===== src/rtl/lsu_pkg.sv =====
// Shared types and constants for the load/store unit.
//   - lsu_state_e : FSM states (IDLE, RD, WR, RESP)
//   - SZ_*        : request size codes (2'b11 is folded onto SZ_W at accept)
//   - lsu_req_t   : request fields latched on acceptance
//   - lsu_misaligned() : natural-alignment check for a size/low-address pair
package lsu_pkg;

   localparam int unsigned XLEN    = 32;
   localparam int unsigned BYTE_W  = 8;
   localparam int unsigned HALF_W  = 16;
   localparam int unsigned LANE_W  = 2;

   localparam logic [1:0] SZ_B = 2'b00;
   localparam logic [1:0] SZ_H = 2'b01;
   localparam logic [1:0] SZ_W = 2'b10;

   typedef enum logic [1:0] {
      ST_IDLE = 2'b00,
      ST_RD   = 2'b01,
      ST_WR   = 2'b10,
      ST_RESP = 2'b11
   } lsu_state_e;

   typedef struct packed {
      logic            we;
      logic [1:0]      size;
      logic            sext;
      logic [XLEN-1:0] wdata;
   } lsu_req_t;

   // Half needs addr[0]=0, word needs addr[1:0]=0; bytes are always aligned.
   function automatic logic lsu_misaligned(input logic [1:0] size,
                                           input logic [LANE_W-1:0] lane);
      logic mis;
      mis = 1'b0;
      if (size == SZ_H)      mis = lane[0];
      else if (size == SZ_W) mis = |lane;
      return mis;
   endfunction

endpackage


===== src/rtl/lsu_lane_align.sv =====
// Combinational byte-lane steering for 32-bit little-endian words.
//   word_i   : word read from memory
//   lane_i   : byte lane (addr[1:0])
//   size_i   : SZ_B / SZ_H / SZ_W (already normalised)
//   sext_i   : sign-extend loaded byte/half
//   wdata_i  : right-aligned store data
//   rdata_o  : extracted and extended load value
//   merged_o : word_i with the store bytes replaced
module lsu_lane_align
   import lsu_pkg::*;
(
   input  logic [XLEN-1:0]   word_i,
   input  logic [LANE_W-1:0] lane_i,
   input  logic [1:0]        size_i,
   input  logic              sext_i,
   input  logic [XLEN-1:0]   wdata_i,
   output logic [XLEN-1:0]   rdata_o,
   output logic [XLEN-1:0]   merged_o
);

   logic [BYTE_W-1:0] byte_c;
   logic [HALF_W-1:0] half_c;

   // Extract: pick lane, then extend to full width.
   always_comb begin
      byte_c  = word_i[{lane_i, 3'b000} +: BYTE_W];
      half_c  = lane_i[1] ? word_i[XLEN-1:HALF_W] : word_i[HALF_W-1:0];
      rdata_o = word_i;
      case (size_i)
         SZ_B:    rdata_o = {{(XLEN-BYTE_W){sext_i & byte_c[BYTE_W-1]}}, byte_c};
         SZ_H:    rdata_o = {{(XLEN-HALF_W){sext_i & half_c[HALF_W-1]}}, half_c};
         default: rdata_o = word_i;
      endcase
   end

   // Merge: overwrite only the addressed lanes of the current word.
   always_comb begin
      merged_o = word_i;
      case (size_i)
         SZ_B:    merged_o[{lane_i, 3'b000} +: BYTE_W] = wdata_i[BYTE_W-1:0];
         SZ_H:    merged_o[{lane_i[1], 4'b0000} +: HALF_W] = wdata_i[HALF_W-1:0];
         default: merged_o = wdata_i;
      endcase
   end

endmodule


===== src/rtl/load_store_unit.sv =====
// Load/store unit: converts byte-addressed lb/lbu/lh/lhu/lw/sb/sh/sw requests
// into word accesses on a single-port memory with combinational read data.
// Sub-word stores are read-modify-write (RD then WR).
// Configuration macro: LSU_MISALIGN_TRAP_EN
//   defined   : misaligned half/word requests complete at once with resp_err=1
//   undefined : low address bits are forced to natural alignment, resp_err=0
// Ports:
//   clk, reset_n                     clock, synchronous active-low reset
//   req_valid/req_ready              request handshake (ready only in IDLE)
//   req_we/size/sext/addr/wdata      request payload
//   resp_valid/resp_rdata/resp_err   one-cycle completion pulse and result
//   mem_we/mem_addr/mem_wd/mem_rd    word memory port
module load_store_unit
   import lsu_pkg::*;
#(
   parameter int unsigned WIDTH = 32,
   parameter int unsigned DEPTH = 8
) (
   input  logic             clk,
   input  logic             reset_n,
   input  logic             req_valid,
   output logic             req_ready,
   input  logic             req_we,
   input  logic [1:0]       req_size,
   input  logic             req_sext,
   input  logic [31:0]      req_addr,
   input  logic [WIDTH-1:0] req_wdata,
   output logic             resp_valid,
   output logic [WIDTH-1:0] resp_rdata,
   output logic             resp_err,
   output logic             mem_we,
   output logic [DEPTH-1:0] mem_addr,
   output logic [WIDTH-1:0] mem_wd,
   input  logic [WIDTH-1:0] mem_rd
);

   localparam int unsigned AW = DEPTH + 2;

   lsu_state_e      state_q, state_d;
   lsu_req_t        req_q, req_d;
   logic [AW-1:0]   addr_q, addr_d;
   logic [XLEN-1:0] word_q, word_d;
   logic [XLEN-1:0] rdata_q, rdata_d;
   logic            err_q, err_d;
   logic            ready_q, ready_d;
   logic            valid_q, valid_d;
   logic            we_q, we_d;

   logic [1:0]      size_n_c;
   logic [AW-1:0]   addr_n_c;
   logic            misalign_c;
   logic [XLEN-1:0] ext_rdata_c;
   logic [XLEN-1:0] merged_c;
   logic            unused_addr_hi;

   // Upper address bits alias onto the memory; they are intentionally dropped.
   assign unused_addr_hi = ^req_addr[31:AW];

   // Normalise the incoming request: size 11 acts as word, alignment policy.
   always_comb begin
      size_n_c = (req_size == 2'b11) ? SZ_W : req_size;
      addr_n_c = req_addr[AW-1:0];
`ifdef LSU_MISALIGN_TRAP_EN
      misalign_c = lsu_misaligned(size_n_c, req_addr[LANE_W-1:0]);
`else
      misalign_c = 1'b0;
      if (size_n_c == SZ_H)      addr_n_c[0]   = 1'b0;
      else if (size_n_c == SZ_W) addr_n_c[1:0] = 2'b00;
`endif
   end

   lsu_lane_align u_align (
      .word_i   (XLEN'(mem_rd)),
      .lane_i   (addr_q[LANE_W-1:0]),
      .size_i   (req_q.size),
      .sext_i   (req_q.sext),
      .wdata_i  (req_q.wdata),
      .rdata_o  (ext_rdata_c),
      .merged_o (merged_c)
   );

   // Next-state and registered-output logic.
   always_comb begin
      state_d = state_q;
      req_d   = req_q;
      addr_d  = addr_q;
      word_d  = word_q;
      rdata_d = rdata_q;
      err_d   = err_q;

      case (state_q)
         ST_IDLE: begin
            if (req_valid) begin
               req_d.we    = req_we;
               req_d.size  = size_n_c;
               req_d.sext  = req_sext;
               req_d.wdata = XLEN'(req_wdata);
               addr_d      = addr_n_c;
               if (misalign_c) begin
                  rdata_d = '0;
                  err_d   = 1'b1;
                  state_d = ST_RESP;
               end else if (req_we && (size_n_c == SZ_W)) begin
                  word_d  = XLEN'(req_wdata);
                  state_d = ST_WR;
               end else begin
                  state_d = ST_RD;
               end
            end
         end
         ST_RD: begin
            if (req_q.we) begin
               word_d  = merged_c;
               state_d = ST_WR;
            end else begin
               rdata_d = ext_rdata_c;
               err_d   = 1'b0;
               state_d = ST_RESP;
            end
         end
         ST_WR: begin
            rdata_d = '0;
            err_d   = 1'b0;
            state_d = ST_RESP;
         end
         ST_RESP: begin
            state_d = ST_IDLE;
         end
         default: state_d = ST_IDLE;
      endcase

      ready_d = (state_d == ST_IDLE);
      valid_d = (state_d == ST_RESP);
      we_d    = (state_d == ST_WR);
   end

   // State and latch registers.
   always_ff @(posedge clk) begin
      if (!reset_n) begin
         state_q <= ST_IDLE;
         req_q   <= '0;
         addr_q  <= '0;
         word_q  <= '0;
         rdata_q <= '0;
         err_q   <= 1'b0;
         ready_q <= 1'b1;
         valid_q <= 1'b0;
         we_q    <= 1'b0;
      end else begin
         state_q <= state_d;
         req_q   <= req_d;
         addr_q  <= addr_d;
         word_q  <= word_d;
         rdata_q <= rdata_d;
         err_q   <= err_d;
         ready_q <= ready_d;
         valid_q <= valid_d;
         we_q    <= we_d;
      end
   end

   assign req_ready  = ready_q;
   assign resp_valid = valid_q;
   assign resp_rdata = WIDTH'(rdata_q);
   assign resp_err   = err_q;
   // Gate with reset_n so a reset landing in WR never commits the write.
   assign mem_we     = we_q & reset_n;
   assign mem_addr   = addr_q[AW-1:LANE_W];
   assign mem_wd     = WIDTH'(word_q);

endmodule


===== config.mk =====
export PLATFORM = sky130hd
export DESIGN_NAME = load_store_unit
export DESIGN_NICKNAME = d
export VERILOG_FILES = /design/src/rtl/lsu_pkg.sv /design/src/rtl/lsu_lane_align.sv /design/src/rtl/load_store_unit.sv
export SDC_FILE = /design/constraint.sdc
export NUM_CORES = 1
export LEC_CHECK = 0
export BUFFER_PORTS_ARGS = -buffer_cell sky130_fd_sc_hd__buf_4
export CAP_MARGIN = 20
export CORE_UTILIZATION = 50
export CTS_CLUSTER_SIZE = 25
export DETAILED_ROUTE_END_ITERATION = 16
export GPL_ROUTABILITY_DRIVEN = 0
export GPL_TIMING_DRIVEN = 0
export PLACE_DENSITY = 0.78
export SETUP_SLACK_MARGIN = 0.5
export SLEW_MARGIN = 5
export SYNTH_ARGS = -nofsm -noshare
export SYNTH_HDL_FRONTEND = slang
export SYNTH_SLANG_ARGS = --single-unit

===== constraint.sdc =====
create_clock -name clk -period 2.7 [get_ports clk]
set_input_delay 0.405 -clock clk [delete_from_list [all_inputs] [get_ports clk]]
set_output_delay 0.405 -clock clk [all_outputs]
set_load 0.005 [all_outputs]

### After elaboration in Yosys (flattened, before gate mapping)

Index checks and enable logic that the tools add are counted.

| storage, ports and cells | value |
|---|---|
| bits in registers | 116 |
| output and inout port bits | 76 |
| word-level logic and storage cells | 65 |

| operators by class | value |
|---|---|
| add/sub/neg operators | 2 |
| equal/unequal tests | 13 |
| shifts and indexed selects | 5 |
| mux-type cells | 21 |
| bitwise operators | 3 |
| reductions and logical operators | 9 |

Operator list:

| kind | number |
|---|---|
| $pmux 32 s2 | 4 |
| $mux 32 | 4 |
| $bwmux 32 | 2 |
| $shift 16x7->32 const A | 1 |
| $shift 8x7->32 const A | 1 |
| $shiftx 16x7->32 | 1 |
| $shiftx 32x6->8 | 1 |
| $shiftx 8x7->32 | 1 |
| $mux 16 | 1 |
| $neg 5->7 | 2 |
| $eq 2x2->1 const B | 6 |
| $mux 2 | 4 |
| $ne 2x2->1 const B | 4 |
| $pmux 2 s4 | 1 |
| $eq 2x1->1 const B | 3 |
| $logic_not 2->1 | 3 |
| $mux 1 | 4 |
| $reduce_and 2->1 | 2 |
| $reduce_and 4->1 | 1 |
| $reduce_bool 2->1 | 2 |
| $and 1x1->1 | 3 |
| $pmux 1 s2 | 1 |
| $logic_and 1x1->1 | 1 |

### Longest topological paths before layout

| logic depth | value |
|---|---|
| depth after elaboration | 8 |
| mapped depth | 9 |

### Hierarchy

A second synthesis with hierarchy kept.

| unflattened totals | value |
|---|---|
| cell total of the unflattened synthesis | 760 |
| area, all modules | 6426.2 um^2 |

By module, submodules not included:

| module | instances | cells each | area each (um^2) |
|---|---|---|---|
| load_store_unit | 1 | 503 | 4845.9 |
| lsu_lane_align | 1 | 257 | 1580.3 |

### Worst setup path before layout

Ideal clock, no wire load.

| timing path | value |
|---|---|
| path type | register to register |
| start | reg addr_q[0] |
| end | reg word_q[0] (netlist: mem_wd[0]) |
| library setup time | 0.134 ns |
| arrival time | 1.908 ns |
| data required time | 2.566 ns |
| setup slack | 0.659 ns |
| cell stages (with the launch flop) | 8 |
| buffers on the path | 1 |
| clock period less this slack | 2.041 ns |
| cells stage by stage | dfxtp_1 buf_2 inv_1 ha_1 inv_1 a311o_1 a221oi_1 o22ai_1 |

| between the ends | value |
|---|---|
| cells in the longest elaborated chain, start to end | 6 |
| elaborated cells between the ends (all ways) | 7 |

RTL lines:

| what | line | text |
|---|---|---|
| start: declaration | load_store_unit.sv:41 | `logic [AW-1:0] addr_q, addr_d;` |
| start signal: assignment | load_store_unit.sv:152 | `addr_q <= addr_d;` |
| $neg 5->7 * | lsu_lane_align.sv:40 | `SZ_B: merged_o[{lane_i, 3'b000} +: BYTE_W] = wdata_i[BYTE_W-1:0];` |
| $shiftx 8x7->32 / $shift 8x7->32 (equally long branches) | lsu_lane_align.sv:40 |  |
| $bwmux 32 * | lsu_lane_align.sv:40 |  |
| $pmux 32 s2 * | lsu_lane_align.sv:39 | `case (size_i)` |
| $mux 32 * | load_store_unit.sv:112 | `if (req_q.we) begin` |
| $pmux 32 s2 * | load_store_unit.sv:91 | `case (state_q)` |
| end signal: assignment | load_store_unit.sv:153 | `word_q <= word_d;` |
| end: declaration | load_store_unit.sv:42 | `logic [XLEN-1:0] word_q, word_d;` |

Mark *: on every way between the ends. The rest lies on a longest branch, timed or not. The select of a mux whose other input is x is not followed.
A chain may end at the register's enable or synchronous reset.

### Worst setup path in the final report

| timing path | value |
|---|---|
| start | reg addr_q[1] |
| end | reg word_q[5] (netlist: mem_wd[5]) |

| between the ends | value |
|---|---|
| cells in the longest elaborated chain, start to end | 6 |
| elaborated cells between the ends (all ways) | 11 |

RTL lines:

| what | line | text |
|---|---|---|
| $neg 5->7 (on tied branches) | lsu_lane_align.sv:41, lsu_lane_align.sv:40 |  |
| $shiftx 16x7->32, or another cell as far along | lsu_lane_align.sv:41 | `SZ_H: merged_o[{lane_i[1], 4'b0000} +: HALF_W] = wdata_i[HALF_W-1:0];` |
| $bwmux 32 (on tied branches) | lsu_lane_align.sv:41, lsu_lane_align.sv:40 |  |
| $pmux 32 s2 * | lsu_lane_align.sv:39 |  |
| $mux 32 * | load_store_unit.sv:112 |  |
| $pmux 32 s2 * | load_store_unit.sv:91 |  |

Marks and branches as above.

==> results.tsv <==
metric	value	unit
synthCells	693	
root_buffer	clkbuf_16	
initial_core_util	51.3	%
tightest_slew	706	ps
p_leak	3.16	nW
first_pass_iters	7	
dp_hpwl	15700	um
critPathArrivalTime	2420	ps
ioPinCount	179	
synth.area.top_cells	dfxtp_1 (39%), nand2_1 (10%), a21oi_1 (4.5%)	
min_from	req_addr[6]	
tns	0	ps
whs_endpoint	addr_q[6]$_SDFFE_PN0P_	
drc_errors	0	
ant_nets	0	
placed_area	7170	sq um
via_per_inst	6.31	
antenna_cells	0	
clkSinkCount	115	
post_drt_wl_per_cell	20.8	um
synth_fp_nets	804	
fin_ws	568	ps
htreeDepth	4	
cts_made_buffers	17	
min_path_cells	3	
dp_slack	222	ps
slew_viol_final	0	
fin_nets	985	
clk_pin_slew	60	ps
setup_viol	0	
synthFlopType	dfxtp_1	
rr_startpoint	addr_q[1]$_SDFFE_PN0P_	
grt_pass1_vias	6064	
r2r_end	mem_wd[5]$_SDFFE_PN0P_	
drtIter0Drc	813	
hp-class	in2reg	
clock_latency	410	ps
max_freq	0.469	GHz
path_cells	buf_6, buf_8, inv_2, ha_4, inv_1, a311o_2, a221oi_4, o22ai_1	
r2r_cells	8	
grt.total_usage	35.7	%
finalHoldViolCount	0	
io_buffers	154	
synth.avg_cell_area	8.41	sq um
yosys_warnings	0	
final_area	8000	sq um
yosysMostFrequentCell	nand2_1	
yosys.area.top_type	dfxtp_1	
cts_tree	done	
dieArea	12100	sq um
min_period_over_period	79.0	%
worst-endpoint-required	2990	ps
netlist.area_leader.share	39.5	%
grt_pass1_wl	31800	um
cpPeakStageDelay	510	ps
synth_commonest_cells	nand2_1 (163), dfxtp_1 (115), a21oi_1 (52), clkbuf_1 (39)	
routed_wl	21500	um
crit_type	reg2reg	
endpoint_kind	flip-flop	
synth_edf_count	0	
cts_buffer_depth	2	
period_minus_slack	2130	ps
synth_area	5830	sq um
start_kind	flip-flop	
irDropWorstVdd	0.000531	V
yosysSeqAreaShare	39.5	%
critPathMaxFanout	8	
status	completed	
rows	39	
synth-seq-cells	115	
max_slew_margin	52.8	%
drive_above_1_share	30.7	%
rsz0062_at_grt	no	
grt_max_degree	17	
via_count	6496	
grt_antenna_before_repair	0	
syn_to_final_growth	37.2	%
power_density	988	nW/um^2
fp.dieW	110	um
core_area	11400	sq um
reg2reg_slack	570	ps
skew	9.15	ps
drv_cap	0	
async_flop_share	0	%
die_h	110	um
synth_cell_type_count	54	
grt_overflow_total	0	
crit_slowest_cell	a311o_2	
-- power breakdown --
part	switching, W	internal, W	leakage [nW]
sequential	0.000367	0.00218	0.941
combinational	0.00172	0.00137	1.94
clock	0.000828	0.00145	0.279
total	0.00291	0.00499	3.16
-- placed cells by master (no fill, tap or decap), types with 7 or more instances in the layout --
master	Yosys	final
buf_4	14	175
nand2_1	163	163
dfxtp_1	115	113
a21oi_1	52	52
o211ai_1	32	32
o22ai_1	32	32
clkbuf_1	39	30
a221o_1	24	24
nor2_1	24	23
a221oi_1	25	17
clkbuf_16	0	17
o21ai_0	16	16
clkbuf_2	1	12
buf_2	12	11
nand3b_1	11	11
nand2b_1	11	11
mux2i_1	11	11
nand3_1	9	9
o21a_1	8	8
a211oi_1	8	8
inv_1	8	7
o21ai_1	7	7
ha_1	8	7
-- metal layers --
layer  share of wire, %  track usage [%]  vias to the layer above
met1                 38             43.8                     3026
met2                 44             54.6                      472
met5                  0                0                        -
met3                 12             8.35                      112
met4                6.3             26.3                        0
li1                   -                -                     2886
-- worst max-delay path, delay by kind of cell (launching register included) --
kind,cells,cell delay (ps)
adder cells (fa/ha/maj),1,270
buffers and inverters,4,340
AO/OA/AOI/OAI,3,1030
flip-flops,1,370
-- final cells by class --
cell class / instances / area, sq um
multi-input cells: 496 / 3260
clock inverters: 13 / 161
clock buffers: 19 / 433
well taps: 143 / 179
repair buffers: 162 / 1230
fillers: 862 / 3370
flip-flops and latches: 115 / 2310
inverters: 10 / 37.5
plain buffers: 72 / 397
-- worst max path at each step --
| stage | cells after the start | start | slack (ps) | end |
|---|---|---|---|---|
| after floorplan | 7 | addr_q[0]$_SDFFE_PN0P_ | 660 | mem_wd[0]$_SDFFE_PN0P_ |
| after global placement | 7 | addr_q[0]$_SDFFE_PN0P_ | 260 | mem_wd[1]$_SDFFE_PN0P_ |
| after detailed placement | 7 | addr_q[0]$_SDFFE_PN0P_ | 220 | mem_wd[1]$_SDFFE_PN0P_ |
| after CTS | 7 | state_q[1]$_SDFF_PN0_ | 500 | mem_wd[7]$_SDFFE_PN0P_ |
| after global routing | 8 | state_q[1]$_SDFF_PN0_ | 500 | mem_wd[31]$_SDFFE_PN0P_ |
| final | 8 | addr_q[1]$_SDFFE_PN0P_ | 570 | mem_wd[5]$_SDFFE_PN0P_ |
-- repair_timing --
action                                  CTS  global route
endpoints found under the setup margin   35           104
resized for setup                        25            25
setup buffers                             1             7
hold buffers                              0             0
pin swaps                                 8             6
-- per-stage QoR --
step / total power, W / cells / hold WS, ps / util [%]
after floorplan: 0.00407 / 693 / 436 / -
after global placement: 0.00524 / 990 / 436 / 63.0
after detailed placement: 0.00533 / 990 / 442 / 63.0
after CTS: 0.00772 / 1023 / 228 / 69.5
after global routing: 0.00825 / 1030 / 241 / 70.4
final: 0.00791 / 1030 / 237 / 70.4
-- flip-flops by register name, summed over array words and instances, names as in the netlist --
| name | count |
|---|---|
| addr_q | 10 |
| mem_wd | 32 |
| req_q | 36 |
| req_ready | 1 |
| resp_rdata | 32 |
| resp_valid | 1 |
| state_q | 2 |
| we_q | 1 |
-- cells by family after synthesis --
| logic type | after synthesis | synth area share (%) |
|---|---|---|
| flops | 115 | 39.5 |
| simple gates | 238 | 18.4 |
| buf+inv | 82 | 6.85 |
| mux | 22 | 5.43 |
| compound gates | 227 | 28.0 |
| fa+ha+maj | 8 | 1.72 |
| other cells | 1 | 0.0643 |
Note: power is estimated with default switching activity, not from simulation.
